[src/rtl/led_ctrl_pkg.sv]
// Shared constants, mode encoding and small helpers for the LED blink sequencer.
package led_ctrl_pkg;

  // Blink modes; code 3 is never produced and is treated as OFF if ever seen.
  typedef enum logic [1:0] {
    MODE_OFF  = 2'd0,
    MODE_SLOW = 2'd1,
    MODE_FAST = 2'd2
  } mode_t;

  // Board defaults for a 100 MHz-class clock.
  localparam int DEF_DEBOUNCE_CYCLES = 1_000_000;
  localparam int DEF_SLOW_DIV        = 25_000_000;
  localparam int DEF_FAST_DIV        = 6_250_000;

  // Number of bits needed to hold values 0..maxVal (at least one bit).
  function automatic int cntWidth(input int maxVal);
    return (maxVal < 2) ? 1 : $clog2(maxVal + 1);
  endfunction

  // Press sequence OFF -> SLOW -> FAST -> OFF; anything unexpected lands on OFF.
  function automatic mode_t nextMode(input mode_t cur);
    case (cur)
      MODE_OFF:  return MODE_SLOW;
      MODE_SLOW: return MODE_FAST;
      default:   return MODE_OFF;
    endcase
  endfunction

endpackage

[src/rtl/toggle_rate_controller_if.sv]
// Button-in / strobe-out bundle between the board pin, the sequencer and the toggler.
interface toggle_rate_controller_if;
  logic       ButtonIn;
  logic       ToggleEnable;
  logic       PressPulse;
  logic [1:0] Mode;

  // Side that owns the button and consumes the strobes.
  modport master (output ButtonIn, input ToggleEnable, input PressPulse, input Mode);
  // The sequencer itself.
  modport slave  (input ButtonIn, output ToggleEnable, output PressPulse, output Mode);
endinterface

[src/rtl/button_debouncer.sv]
// Two-flop synchronizer, counting debouncer and press (rising-edge) pulse generator.
module button_debouncer
  import led_ctrl_pkg::*;
#(
  parameter int DEBOUNCE_CYCLES = DEF_DEBOUNCE_CYCLES
) (
  input  logic Clk,
  input  logic Rst,
  input  logic ButtonIn,
  output logic PressPulse
);

  localparam int              DW    = cntWidth(DEBOUNCE_CYCLES - 1);
  localparam logic [DW-1:0]   DLAST = DW'(DEBOUNCE_CYCLES - 1);

  logic          sync1;
  logic          sync2;
  logic          stable;
  logic [DW-1:0] dcount;

  // Bring the asynchronous pin into the clock domain.
  always_ff @(posedge Clk) begin
    if (Rst) begin
      sync1 <= 1'b0;
      sync2 <= 1'b0;
    end else begin
      sync1 <= ButtonIn;
      sync2 <= sync1;
    end
  end

  // Accept a new level only after it has differed from the accepted one for
  // DEBOUNCE_CYCLES consecutive cycles; pulse once when the accepted level rises.
  always_ff @(posedge Clk) begin
    if (Rst) begin
      stable     <= 1'b0;
      dcount     <= '0;
      PressPulse <= 1'b0;
    end else begin
      PressPulse <= 1'b0;
      if (sync2 == stable) begin
        dcount <= '0;
      end else if (dcount == DLAST) begin
        stable     <= sync2;
        dcount     <= '0;
        PressPulse <= sync2;
      end else begin
        dcount <= dcount + 1'b1;
      end
    end
  end

endmodule

[src/rtl/toggle_rate_controller.sv]
// Blink-rate sequencer: each clean button press steps OFF/SLOW/FAST, and the
// prescaler emits single-cycle ToggleEnable strobes at the selected rate.
module toggle_rate_controller
  import led_ctrl_pkg::*;
#(
  parameter int DEBOUNCE_CYCLES = DEF_DEBOUNCE_CYCLES,
  parameter int SLOW_DIV        = DEF_SLOW_DIV,
  parameter int FAST_DIV        = DEF_FAST_DIV
) (
  input  logic                      Clk,
  input  logic                      Rst,
  toggle_rate_controller_if.slave   bus
);

  localparam int            PW        = cntWidth(SLOW_DIV - 1);
  localparam logic [PW-1:0] SLOW_LAST = PW'(SLOW_DIV - 1);
  localparam logic [PW-1:0] FAST_LAST = PW'(FAST_DIV - 1);

  logic          pressPulse;
  mode_t         modeState;
  logic [PW-1:0] pcount;
  logic          toggleEnable;

  button_debouncer #(
    .DEBOUNCE_CYCLES(DEBOUNCE_CYCLES)
  ) uDebouncer (
    .Clk       (Clk),
    .Rst       (Rst),
    .ButtonIn  (bus.ButtonIn),
    .PressPulse(pressPulse)
  );

  // Mode FSM and prescaler together: a press always restarts the count and
  // suppresses any strobe that would have fallen on the same edge.
  always_ff @(posedge Clk) begin
    if (Rst) begin
      modeState    <= MODE_OFF;
      pcount       <= '0;
      toggleEnable <= 1'b0;
    end else if (pressPulse) begin
      modeState    <= nextMode(modeState);
      pcount       <= '0;
      toggleEnable <= 1'b0;
    end else begin
      case (modeState)
        MODE_SLOW: begin
          if (pcount == SLOW_LAST) begin
            pcount       <= '0;
            toggleEnable <= 1'b1;
          end else begin
            pcount       <= pcount + 1'b1;
            toggleEnable <= 1'b0;
          end
        end
        MODE_FAST: begin
          if (pcount == FAST_LAST) begin
            pcount       <= '0;
            toggleEnable <= 1'b1;
          end else begin
            pcount       <= pcount + 1'b1;
            toggleEnable <= 1'b0;
          end
        end
        default: begin
          modeState    <= MODE_OFF;
          pcount       <= '0;
          toggleEnable <= 1'b0;
        end
      endcase
    end
  end

  assign bus.ToggleEnable = toggleEnable;
  assign bus.PressPulse   = pressPulse;
  assign bus.Mode         = modeState;

endmodule

[src/flat_wrapper.sv]
// flat-port wrapper written by rule: the top's interface ports become plain ports
module toggle_rate_controller_flat import led_ctrl_pkg::*;
#(
  parameter int DEBOUNCE_CYCLES = DEF_DEBOUNCE_CYCLES,
  parameter int SLOW_DIV        = DEF_SLOW_DIV,
  parameter int FAST_DIV        = DEF_FAST_DIV
)
  (Clk, Rst, bus_ButtonIn, bus_ToggleEnable, bus_PressPulse, bus_Mode);
  toggle_rate_controller_if bus_i ();
  input  logic Clk;
  input  logic Rst;
  input wire logic [$bits(bus_i.ButtonIn)-1:0] bus_ButtonIn;
  output wire logic [$bits(bus_i.ToggleEnable)-1:0] bus_ToggleEnable;
  output wire logic [$bits(bus_i.PressPulse)-1:0] bus_PressPulse;
  output wire logic [$bits(bus_i.Mode)-1:0] bus_Mode;
  assign bus_i.ButtonIn = bus_ButtonIn;
  assign bus_ToggleEnable = bus_i.ToggleEnable;
  assign bus_PressPulse = bus_i.PressPulse;
  assign bus_Mode = bus_i.Mode;
  toggle_rate_controller #(.DEBOUNCE_CYCLES(DEBOUNCE_CYCLES), .SLOW_DIV(SLOW_DIV), .FAST_DIV(FAST_DIV)) u_core (.Clk(Clk), .Rst(Rst), .bus(bus_i));
endmodule
[config.mk]
export PLATFORM = sky130hd
export DESIGN_NAME = toggle_rate_controller_flat
export DESIGN_NICKNAME = d
export VERILOG_FILES = /design/src/rtl/led_ctrl_pkg.sv /design/src/rtl/toggle_rate_controller_if.sv /design/src/rtl/button_debouncer.sv /design/src/rtl/toggle_rate_controller.sv /design/src/flat_wrapper.sv
export SDC_FILE = /design/constraint.sdc
export NUM_CORES = 1
export LEC_CHECK = 0
export CORE_ASPECT_RATIO = 0.6
export CORE_MARGIN = 10
export CORE_UTILIZATION = 35
export CTS_BUF_LIST = sky130_fd_sc_hd__clkbuf_4
export DETAILED_ROUTE_END_ITERATION = 10
export PLACE_DENSITY = 0.5
export SYNTH_ARGS = -nofsm -noshare
export SYNTH_HDL_FRONTEND = slang
export SYNTH_HIERARCHICAL = 1
export SYNTH_SLANG_ARGS = --single-unit
[constraint.sdc]
create_clock -name Clk -period 1.93 [get_ports Clk]
set_clock_uncertainty 0.05 [all_clocks]
set_input_delay 0.2895 -clock Clk [delete_from_list [all_inputs] [get_ports Clk]]
set_output_delay 0.2895 -clock Clk [all_outputs]
set_load 0.1 [all_outputs]
; Yosys cells after proc, flatten, opt, wreduce, memory -nomap -nowiden
; Cells that the tools add are included.
[op_classes]
n_bitwise = 2
addsub = 2
eq_ne = 7
n_mux = 9
n_reduce_logical = 6
[op_table]
columns = op, n
row1 = two-way mux 25 bit, 2
row2 = case mux 25 bit (2 select lines), 1
row3 = "adder 25 x 1 -> 25 bit, second input constant", 1
row4 = "equality test 25 x 23 -> 1 bit, second input constant", 1
row5 = "equality test 25 bit, second input constant", 1
row6 = "adder 20 x 1 -> 20 bit, second input constant", 1
row7 = "equality test 20 bit, second input constant", 1
row8 = OR reduction 3 bit, 2
row9 = two-way mux 2 bit, 2
row10 = case mux 2 bit (2 select lines), 1
row11 = OR reduction 2 bit, 2
row12 = "equality test 2 x 1 -> 1 bit, second input constant", 1
row13 = "equality test 2 bit, second input constant", 1
row14 = logical NOT 2 bit, 1
row15 = two-way mux 1 bit, 2
row16 = "!= test 2 x 1 -> 1 bit, second input constant", 1
row17 = inverter 1 bit, 2
row18 = case mux 1 bit (2 select lines), 1
row19 = AND reduction 2 bit, 1
row20 = equality test 1 bit, 1
[word_totals]
reg_bits = 52
output_inout_bits = 4
word_cells = 34

; Logic depth before layout (Yosys ltp)
; Gate-level depths: netlist of run 1.
[logic_depth]
word_depth = 4
mapped_depth = 7
depth_no_buf = 6

; By module
; Netlist of run 1, hierarchy kept.
[by_module_without_submodules]
columns = mod, cells_per_inst, instances, area_each_um2
row1 = toggle_rate_controller, 167, 1, 1485.2
row2 = button_debouncer, 124, 1, 1078.5

; Worst setup path before layout of run 1
; Ideal clock, no wire load.
[synth_timing]
kind = register -> register
startpoint = reg u_core.modeState[1] (netlist: u_core/bus.Mode[1])
endpoint = reg u_core.pcount[0]
n_path_buf = 1
setup_time_ns = 0.132
synth_period_minus_slack_ns = 2.603
arrival_time_ns = 2.420
slack_ns = -0.673
path_stages_with_launch = 8
t_required_ns = 1.748
cell_sequence = dfxtp_1 -> inv_1 -> ha_1 -> nor3b_1 -> and2_1 -> o21ai_1 -> clkbuf_1 -> a21oi_1
[synth_via]
elab_chain_len = 2
word_cells_on_any_way = 3
cone_classes = eq/ne: 2 / mux: 1
[synth_rtl]
columns = element, line
row1 = start: declaration, toggle_rate_controller.sv:20  ; mode_t modeState;
row2 = start signal: assignment, toggle_rate_controller.sv:41  ; modeState <= nextMode(modeState);
row3 = equality test 2 bit or equality test 2 x 1 -> 1 bit (tied branches), toggle_rate_controller.sv:45  ; case (modeState)
row4 = case mux 25 bit (2 select lines) (*), toggle_rate_controller.sv:45
row5 = end signal: assignment, toggle_rate_controller.sv:51  ; pcount <= pcount + 1'b1;
row6 = end signal: assignment, toggle_rate_controller.sv:60  ; pcount <= pcount + 1'b1;
row7 = end: declaration, toggle_rate_controller.sv:21  ; logic [PW-1:0] pcount;
; Every way passes the cells marked *; elsewhere a longest branch is shown, timed or not.
; A chain may end at the register's enable or synchronous reset.

; Worst setup path after layout of run 1
[layout_timing]
startpoint = reg u_core.pcount[12]
endpoint = reg u_core.pcount[24]
[layout_via]
elab_chain_len = 3
word_cells_on_any_way = 6
cone_classes = add/sub: 1 / eq/ne: 2 / mux: 3
[layout_rtl]
columns = element, line
row1 = "adder 25 x 1 -> 25 bit, or another cell as far along", "toggle_rate_controller.sv:51, toggle_rate_controller.sv:60"
row2 = "two-way mux 25 bit, on equally long branches", "toggle_rate_controller.sv:56, toggle_rate_controller.sv:47"
row3 = case mux 25 bit (2 select lines) (*), toggle_rate_controller.sv:45
; Marks and branches as above.

==> qor.csv, run 1 <==
metric;value;unit
io_pins;7;
cts_root_buf;clkbuf_4;
whs;400;ps
cts_buffers;5;
die-width;130;microns
wl_met3;342;microns
p_clk_share;31.2;%
die-area;11300;sq um
drv_slew;0;
core-area;7180;sq um
regToRegStartpoint;u_core/pcount[12]$_SDFF_PP0_;
swShare;23.2;%
htreeDepth;2;
synth-xor-area-share;8.54;%
min_path_type;flip-flop to flip-flop;
worst_r2r_path_depth;5;
drt_iter0_drc;161;
p_int;0.00122;W
routed-via-count;2230;
crit_arrival;2150;ps
cts.sinks;52;
synthMuxAreaShare;0.390;%
yosys-top-cells-area;dfxtp_1 41%, xnor2_1 5.1%, a21oi_1 3.5%;
status;complete, no violations;
layout-drive-gt1-share;24.5;%
gr-total-overflow;0;
syn_avg_cell_area;8.81;sq um
pre_cts_ws;-6.47;ps
port-buffer-count;6;
syn_nets;300;
grt_pass1_wl;10100;microns
synth_common_cells;52 x dfxtp_1, 24 x nor2_1, 19 x nand2_1;
ir_worst_vdd;0.252;mV
antenna_found_initial;0;
period_needed;1900;ps
grt_setup_unrepaired;yes;
setup_ws;35.0;ps
dpl_cell_area;2980;sq um
clkTransAtPathRegs;150;ps
dp_cells;410;
fillerInstances;720;
synthFlopType;dfxtp_1;
gp_congestion;0.758;
synth-edff-count;0;
num_rows;24;
finalSetupViolations;0;
die_h;86.3;microns
synth-simple-area-share;30.1;%
fin_crit_sh;98.2;%
yosys.area.top_type;dfxtp_1;
area_growth;21.6;%
wl_met2;2180;microns
max-cap-violations;0;
track_usage;10.8;%
synth_seq_area_share;40.6;%
netlist_area;2560;sq um
holdPathStages;1;
top_layer;met4;
end_kind;flip-flop;
yosysMostFrequentCell;dfxtp_1;
ys_types;44;
power_frac_seq;67.6;%
multi_input_area;1490;sq um
fmax;528;MHz
hold_viol;0;
path_class;flip-flop to flip-flop;
pwr-share-comb;1.2;%
synth_cells;291;
drcViolationCount;0;
synth_top_family_by_area;simple AND/OR/NAND/NOR gates;
slew_headroom;74.8;%
stdcell_count;421;
ys_warn_count;6;
power_density;509;nW/um^2
min_to;u_core/pcount[0]$_SDFF_PP0_;
async_reset_ff_share;0;%
cts_hold_buf;0;
reg2reg_slack;30;ps
nets;338;
clkLatencyLatePin;360;ps
synthAdderAreaFrac;2.93;%
hpwlAfterDp;4290;microns
initial_utilization;35.7;%
totalWireLength;6140;microns
drtAntennaViolNets;0;
r2r_end;u_core/pcount[24]$_SDFF_PP0_;
wl_per_cell;14.6;microns
wl_met1;3600;microns
vias_per_cell;5.30;
cts_tree;built;
required;2180;ps
worst_pin_slew;373;ps
worst_setup_path_start_kind;flip-flop;
ys_ff_latch;52;
diodes;0;
worstPathMaxFanout;5;
finalPower;0.00159;W
power_leakage;0.940;nW
synth_compound_area_share;13.5;%
dr.pass1.iters;5;
cts_buffer_depth;2;
synth_top_area_share;40.6;%
final_area;3120;sq um
grt_max_degree;21;
p_switching;0.000368;W
grt_pass1_vias;1997;
hp-start;u_core/pcount[0]$_SDFF_PP0_;
seqCellArea;1060;sq um
[flip-flops by register name, indices dropped and copies added, names as in the netlist]
| register | flops |
|---|---|
| u_core/uDebouncer/stable | 1 |
| u_core/uDebouncer/dcount | 20 |
| u_core/uDebouncer/sync2 | 1 |
| u_core/bus.Mode | 2 |
| u_core/pcount | 25 |
| u_core/uDebouncer/PressPulse | 1 |
| u_core/bus.ToggleEnable | 1 |
| u_core/uDebouncer/sync1 | 1 |
[what timing repair did]
item,4_1_cts,5_1_grt
setup endpoints to repair,4,12
gates cloned,0,2
buffers inserted,0,1
gates resized for setup,3,17
pin swaps,0,1
[power groups by stage]
stage	Combinational (W)	Clock [W]	Sequential, W
after floorplan	0.00000695	0	0.00110
after global placement	0.0000182	0	0.00110
after CTS	0.0000184	0.000530	0.00108
after global routing	0.0000206	0.000563	0.00108
after detailed placement	0.0000182	0	0.00110
final	0.0000185	0.000496	0.00107
[worst max path at each step]
| stage | endpoint | slack [ps] | start | cells after the start |
|---|---|---|---|---|
| floorplan | u_core/pcount[21]$_SDFF_PP0_ | 30 | u_core/bus.Mode[0]$_SDFFE_PP0P_ | 7 |
| global placement | u_core/uDebouncer/dcount[18]$_SDFF_PP0_ | -0.1 | u_core/uDebouncer/dcount[0]$_SDFF_PP0_ | 6 |
| detailed placement | u_core/uDebouncer/dcount[18]$_SDFF_PP0_ | -6 | u_core/uDebouncer/dcount[0]$_SDFF_PP0_ | 6 |
| CTS | u_core/pcount[22]$_SDFF_PP0_ | 20 | u_core/pcount[10]$_SDFF_PP0_ | 5 |
| global route | u_core/uDebouncer/dcount[18]$_SDFF_PP0_ | -20 | u_core/uDebouncer/dcount[0]$_SDFF_PP0_ | 6 |
| finish | u_core/pcount[24]$_SDFF_PP0_ | 30 | u_core/pcount[12]$_SDFF_PP0_ | 5 |
[final cells by class]
class | instances | area share, %
multi-input combinational | 217 | 47.8
sequential | 52 | 34.0
timing repair buffer | 42 | 11.4
tap | 91 | 3.65
inverter | 11 | 1.32
clock buffer | 5 | 1.20
clock inverter | 3 | 0.602
[layout by cell type (no fill, tap or decap), types with 3 or more instances in the layout]
cell type	instances
o21ai_0	7
dfxtp_2	7
nand4_1	13
a22oi_1	9
or4_4	3
or4_1	8
ha_1	5
nor4_1	6
and2_1	5
dfxtp_4	3
xor2_1	10
nor3_1	7
nor4b_1	3
nor2_1	24
clkbuf_4	5
a21oi_1	18
buf_12	3
inv_1	11
nand3_1	14
or3_1	8
o31ai_1	9
xnor2_1	15
nand2_1	18
buf_4	34
dfxtp_1	42
and3_1	3
a22oi_2	4
[layer usage]
layer / vias up / global-route usage (%)
li1: 1149 / -
met1: 1041 / 17.4
met2: 38 / 13.6
met3: 2 / 3.11
met4: 0 / 1.21
met5: - / 0
[metrics by stage]
| stage | setup TNS (ps) | util, % |
|---|---|---|
| after floorplan | 0 | - |
| after global placement | -0.138 | 41.5 |
| after detailed placement | -6.47 | 41.5 |
| after CTS | 0 | 42.4 |
| after global routing | -25.5 | 43.4 |
| final | 0 | 43.4 |
[critical path, cell delays in order (launching register included)]
cell	delay (ps)
dfxtp_2	380
nand2_1	70
or4_4	560
buf_6	150
or4_1	480
a22oi_2	150
[cell families (layout without fill, tap and decap cells)]
logic type / after synthesis / count (layout)
and+or+nand+nor: 133 / 133
AOI/OAI and AO/OA: 52 / 52
DFF: 52 / 52
xor gates and xnor gates: 25 / 25
buffers and inverters: 22 / 61
adders and majority gates: 6 / 6
muxes: 1 / 1
(Power assumes the default switching activity.)
==> run 2: changes to the inputs <==
==> constraint.sdc (replaced) <==
create_clock -name Clk -period 1.93 [get_ports Clk]
set_clock_uncertainty 0.05 [all_clocks]
set_input_delay 0.386 -clock Clk [delete_from_list [all_inputs] [get_ports Clk]]
set_output_delay 0.386 -clock Clk [all_outputs]
set_load 0.1 [all_outputs]
==> run 2 against run 1 <==
  * First-iteration DRC count increased by 5.6%
  * Critical path depth is the same
  * Register-to-register slack lost 20 ps
  * Non-clock buffer count rose by 1
  * Final area increased by 2.5%
  * Global-route usage is 0.32 points higher
  * Largest power group unchanged
==> qor.csv, run 2 (synthesized netlist as in run 1, its figures left out) <==
metric;value;unit
status;complete, no violations;
num_rows;24;
dr.pass1.iters;4;
crit_arrival;2190;ps
port-buffer-count;6;
p_switching;0.000377;W
seqCellArea;1060;sq um
holdPathStages;1;
regToRegStartpoint;u_core/pcount[7]$_SDFF_PP0_;
worst_r2r_path_depth;5;
grt_pass1_vias;1990;
dpl_cell_area;3030;sq um
layout_commonest_cell;dfxtp_1;
reg2reg_slack;20;ps
final_area;3200;sq um
ir_worst_vdd;0.289;mV
core-area;7180;sq um
power_frac_seq;57.2;%
hold_viol;0;
drt_iter0_drc;170;
area_growth;24.6;%
initial_utilization;35.7;%
antenna_found_initial;0;
p_clk_share;41.8;%
vias_per_cell;5.32;
max-cap-violations;0;
grt_setup_unrepaired;yes;
fin_crit_sh;99.1;%
die_h;86.3;microns
drv_slew;0;
swShare;20.0;%
worstPathMaxFanout;5;
largest_reg_flops;25;
cts_root_buf;clkbuf_4;
clkLatencyLatePin;390;ps
die-area;11300;sq um
cts_tree;built;
routed-via-count;2244;
cts_buffer_depth;2;
pwr-share-comb;1.0;%
multi_input_area;1480;sq um
nets;339;
drtAntennaViolNets;0;
path_class;flip-flop to flip-flop;
track_usage;11.1;%
power_leakage;0.968;nW
setup_tns;0;ps
final_cell_mix;43 x dfxtp_1, 32 x buf_4, 24 x nor2_1, 18 x nand2_1, 18 x a21oi_1;
io_pins;7;
layout-drive-gt1-share;24.8;%
gp_congestion;0.812;
wl_per_cell;14.6;microns
period_needed;1910;ps
fillerInstances;717;
end_kind;flip-flop;
gr-total-overflow;0;
power_density;588;nW/um^2
die-width;130;microns
worst_pin_slew;362;ps
cts.sinks;52;
slew_headroom;75.6;%
drcViolationCount;0;
largest-register;u_core/pcount;
r2r_end;u_core/pcount[17]$_SDFF_PP0_;
p_int;0.00150;W
htreeDepth;2;
diodes;0;
hp-start;u_core/pcount[0]$_SDFF_PP0_;
clkTransAtPathRegs;160;ps
min_path_type;flip-flop to flip-flop;
cts_buffers;5;
finalSetupViolations;0;
required;2210;ps
hpwlAfterDp;4300;microns
totalWireLength;6140;microns
fmax;523;MHz
worst_setup_path_start_kind;flip-flop;
grt_max_degree;21;
min_to;u_core/pcount[0]$_SDFF_PP0_;
grt_pass1_wl;10100;microns
[run 2: what timing repair did]
action	CTS	global route
setup endpoints to repair	1	27
buffers inserted	0	1
gates resized for setup	1	15
gates cloned	0	2
pin swaps	0	5
hold buffers	0	0
[run 2: final cells by class]
class,instances,share of cell area [%]
clock buffers,6,1.41
clock inverters,2,1.88
inverters,11,1.29
flip-flops and latches,52,33.1
repair buffers,43,12.6
multi-input cells,217,46.2
well taps,91,3.56
[run 2: worst max-delay path, stage by stage (launching register included)]
cell     delay [ps]
dfxtp_2         380
nand3_2          80
or4_4           560
buf_6           150
or4b_1          480
a22oi_2         150
[run 2: worst max path at each step]
| stage | from | end | slack (ps) | depth (start not counted) |
|---|---|---|---|---|
| floorplan | u_core/bus.Mode[0]$_SDFFE_PP0P_ | u_core/pcount[21]$_SDFF_PP0_ | 30 | 7 |
| global placement | u_core/uDebouncer/dcount[0]$_SDFF_PP0_ | u_core/uDebouncer/dcount[18]$_SDFF_PP0_ | 10 | 6 |
| detailed placement | u_core/uDebouncer/dcount[0]$_SDFF_PP0_ | u_core/uDebouncer/dcount[18]$_SDFF_PP0_ | 6 | 6 |
| CTS | u_core/pcount[9]$_SDFF_PP0_ | u_core/pcount[22]$_SDFF_PP0_ | 4 | 5 |
| global route | u_core/pcount[7]$_SDFF_PP0_ | u_core/pcount[17]$_SDFF_PP0_ | -20 | 5 |
| finish | u_core/pcount[7]$_SDFF_PP0_ | u_core/pcount[17]$_SDFF_PP0_ | 20 | 5 |
[run 2: power groups by stage]
| stage | logic (W) | registers (W) | clock network, W |
|---|---|---|---|
| after floorplan | 0.00000695 | 0.00110 | 0 |
| after global placement | 0.0000183 | 0.00110 | 0 |
| after detailed placement | 0.0000180 | 0.00110 | 0 |
| after CTS | 0.0000183 | 0.00108 | 0.000810 |
| after global routing | 0.0000203 | 0.00108 | 0.000851 |
| final | 0.0000181 | 0.00108 | 0.000785 |
[run 2: metrics by stage]
stage | instances | power [W] | worst slack, ps | util [%] | hold slack, ps
finish | 422 | 0.00188 | 18.1 | 44.5 | 410
detailed placement | 411 | 0.00112 | 5.89 | 42.2 | 379
global placement | 411 | 0.00112 | 9.91 | 42.2 | 379
floorplan | 291 | 0.00110 | 26.0 | - | 359
global route | 422 | 0.00195 | -15.1 | 44.5 | 425
CTS | 419 | 0.00190 | 3.89 | 43.7 | 407
[run 2: metal layers]
layer	part of all wire [%]	track usage, %	vias to the layer above
met4	0.80	3.42	0
met3	7.0	3.29	7
met2	35	13.2	52
met1	57	17.7	1039
met5	0	0	-
li1	-	-	1146
==> run 3: changes to the inputs <==
--- a/config.mk
+++ b/config.mk
@@ -6,7 +6,7 @@
 export NUM_CORES = 1
 export LEC_CHECK = 0
 export CORE_ASPECT_RATIO = 0.6
-export CORE_MARGIN = 10
+export CORE_MARGIN = 2
 export CORE_UTILIZATION = 35
 export CTS_BUF_LIST = sky130_fd_sc_hd__clkbuf_4
 export DETAILED_ROUTE_END_ITERATION = 10
==> run 3 against run 2 <==
  * Utilization about the same
  * Final area is essentially flat
  * Cell count up 0.95%
  * Die area fell by 29%
  * Register-to-register slack gained 30 ps
  * Critical path type unchanged
  * Critical endpoint unchanged
  * Largest cell class unchanged
  * Highest routed layer unchanged
==> qor.csv, run 3 (synthesized netlist as in run 1, its figures left out) <==
metric;value;unit
dpl_cell_area;3060;sq um
routed-via-count;2276;
p_clk_share;32.5;%
hp-start;u_core/pcount[0]$_SDFF_PP0_;
drt_iter0_drc;150;
die_h;70.3;microns
cts_hold_buf;0;
cts_root_buf;clkbuf_4;
largest_reg_flops;25;
drv_slew;0;
vias_per_cell;5.34;
area_growth;24.6;%
finalSetupViolations;0;
cts.sinks;52;
die-width;114;microns
hpwlAfterDp;4210;microns
layout-drive-gt1-share;26.3;%
required;2200;ps
holdPathStages;1;
totalWireLength;5950;microns
r2r_end;u_core/pcount[17]$_SDFF_PP0_;
antenna_found_initial;0;
io_pins;7;
hold_viol;0;
die-area;8050;sq um
power_density;507;nW/um^2
final_area;3190;sq um
cts_buffer_depth;2;
nets;343;
num_rows;24;
reg2reg_slack;50;ps
end_kind;flip-flop;
p_int;0.00125;W
drtAntennaViolNets;0;
final_cell_mix;43 x dfxtp_1, 37 x buf_4, 24 x nor2_1, 18 x a21oi_1, 17 x nand2_1;
gr-total-overflow;0;
pwr-share-comb;1.2;%
cts_buffers;5;
path_class;flip-flop to flip-flop;
ir_worst_vdd;0.203;mV
min_path_type;flip-flop to flip-flop;
max-cap-violations;0;
drcViolationCount;0;
min_to;u_core/pcount[0]$_SDFF_PP0_;
status;complete, no violations;
slew_headroom;76.7;%
grt_max_degree;20;
utilization;44.5;%
regToRegStartpoint;u_core/pcount[14]$_SDFF_PP0_;
htreeDepth;2;
layout_commonest_cell;dfxtp_1;
clkLatencyLatePin;390;ps
wl_per_cell;14.0;microns
crit_arrival;2150;ps
track_usage;16.0;%
power_leakage;0.964;nW
dr.pass1.iters;4;
period_needed;1880;ps
diodes;0;
fin_crit_sh;97.6;%
core-area;7180;sq um
power_frac_seq;66.3;%
cts_tree;built;
clkTransAtPathRegs;150;ps
grt_pass1_vias;2030;
worst_setup_path_start_kind;flip-flop;
worst_pin_slew;347;ps
whs;400;ps
port-buffer-count;6;
fillerInstances;693;
worst_r2r_path_depth;5;
largest-register;u_core/pcount;
initial_utilization;35.7;%
worstPathMaxFanout;9;
swShare;22.6;%
grt_pass1_wl;10100;microns
p_switching;0.000366;W
gp_congestion;0.819;
fmax;531;MHz
[run 3: power groups by stage]
stage	Clock (W)	Combinational [W]	Sequential, W
global route	0.000593	0.0000206	0.00107
CTS	0.000552	0.0000185	0.00108
detailed placement	0	0.0000182	0.00110
finish	0.000527	0.0000186	0.00107
floorplan	0	0.00000695	0.00110
global placement	0	0.0000184	0.00110
[run 3: area by class of cell]
type / instances / area, sq um / share of cell area, %
clock buffer: 7 / 52.6 / 1.65
clock inverter: 1 / 5.00 / 0.157
inverter: 11 / 41.3 / 1.29
multi-input combinational: 217 / 1490 / 46.6
sequential: 52 / 1060 / 33.2
tap: 91 / 114 / 3.56
timing repair buffer: 47 / 434 / 13.6
[run 3: worst max path at each step]
stage	from	to	slack, ps
after detailed placement	u_core/uDebouncer/dcount[0]$_SDFF_PP0_	u_core/uDebouncer/dcount[18]$_SDFF_PP0_	8
final	u_core/pcount[14]$_SDFF_PP0_	u_core/pcount[17]$_SDFF_PP0_	50
after global placement	u_core/uDebouncer/dcount[0]$_SDFF_PP0_	u_core/uDebouncer/dcount[18]$_SDFF_PP0_	0.09
after CTS	u_core/pcount[9]$_SDFF_PP0_	u_core/pcount[17]$_SDFF_PP0_	4
after floorplan	u_core/bus.Mode[0]$_SDFFE_PP0P_	u_core/pcount[21]$_SDFF_PP0_	30
after global routing	u_core/pcount[12]$_SDFF_PP0_	u_core/pcount[22]$_SDFF_PP0_	-2
[run 3: repair_timing]
action                     4_1_cts  5_1_grt
gates resized for setup          2       18
setup buffers                    0        2
setup endpoints to repair        3       22
cloned                           0        1
pin swaps                        0        1
[run 3: stage by stage]
step	TNS (ps)	total power (W)	worst slack (ps)	std cells
5_1_grt	-1.81	0.00169	-1.51	426
3_3_place_gp	0	0.00112	0.0910	415
3_5_place_dp	0	0.00112	7.55	415
2_1_floorplan	0	0.00110	26.0	291
6_report	0	0.00162	46.7	426
4_1_cts	0	0.00165	3.59	423
[run 3: critical path: stages, from the launching register on]
cell and delay [ps]:
dfxtp_1 410, nand3_1 130, or4_4 450, buf_6 150, or4b_1 480, a22oi_2 150
[run 3: per-layer routing]
metal | track usage, % | up-vias | wire [microns]
met5 | 0 | - | 0
met4 | 4.88 | 0 | 74
met3 | 4.25 | 8 | 272
met2 | 19.8 | 39 | 2210
met1 | 25.6 | 1072 | 3400
li1 | - | 1157 | -
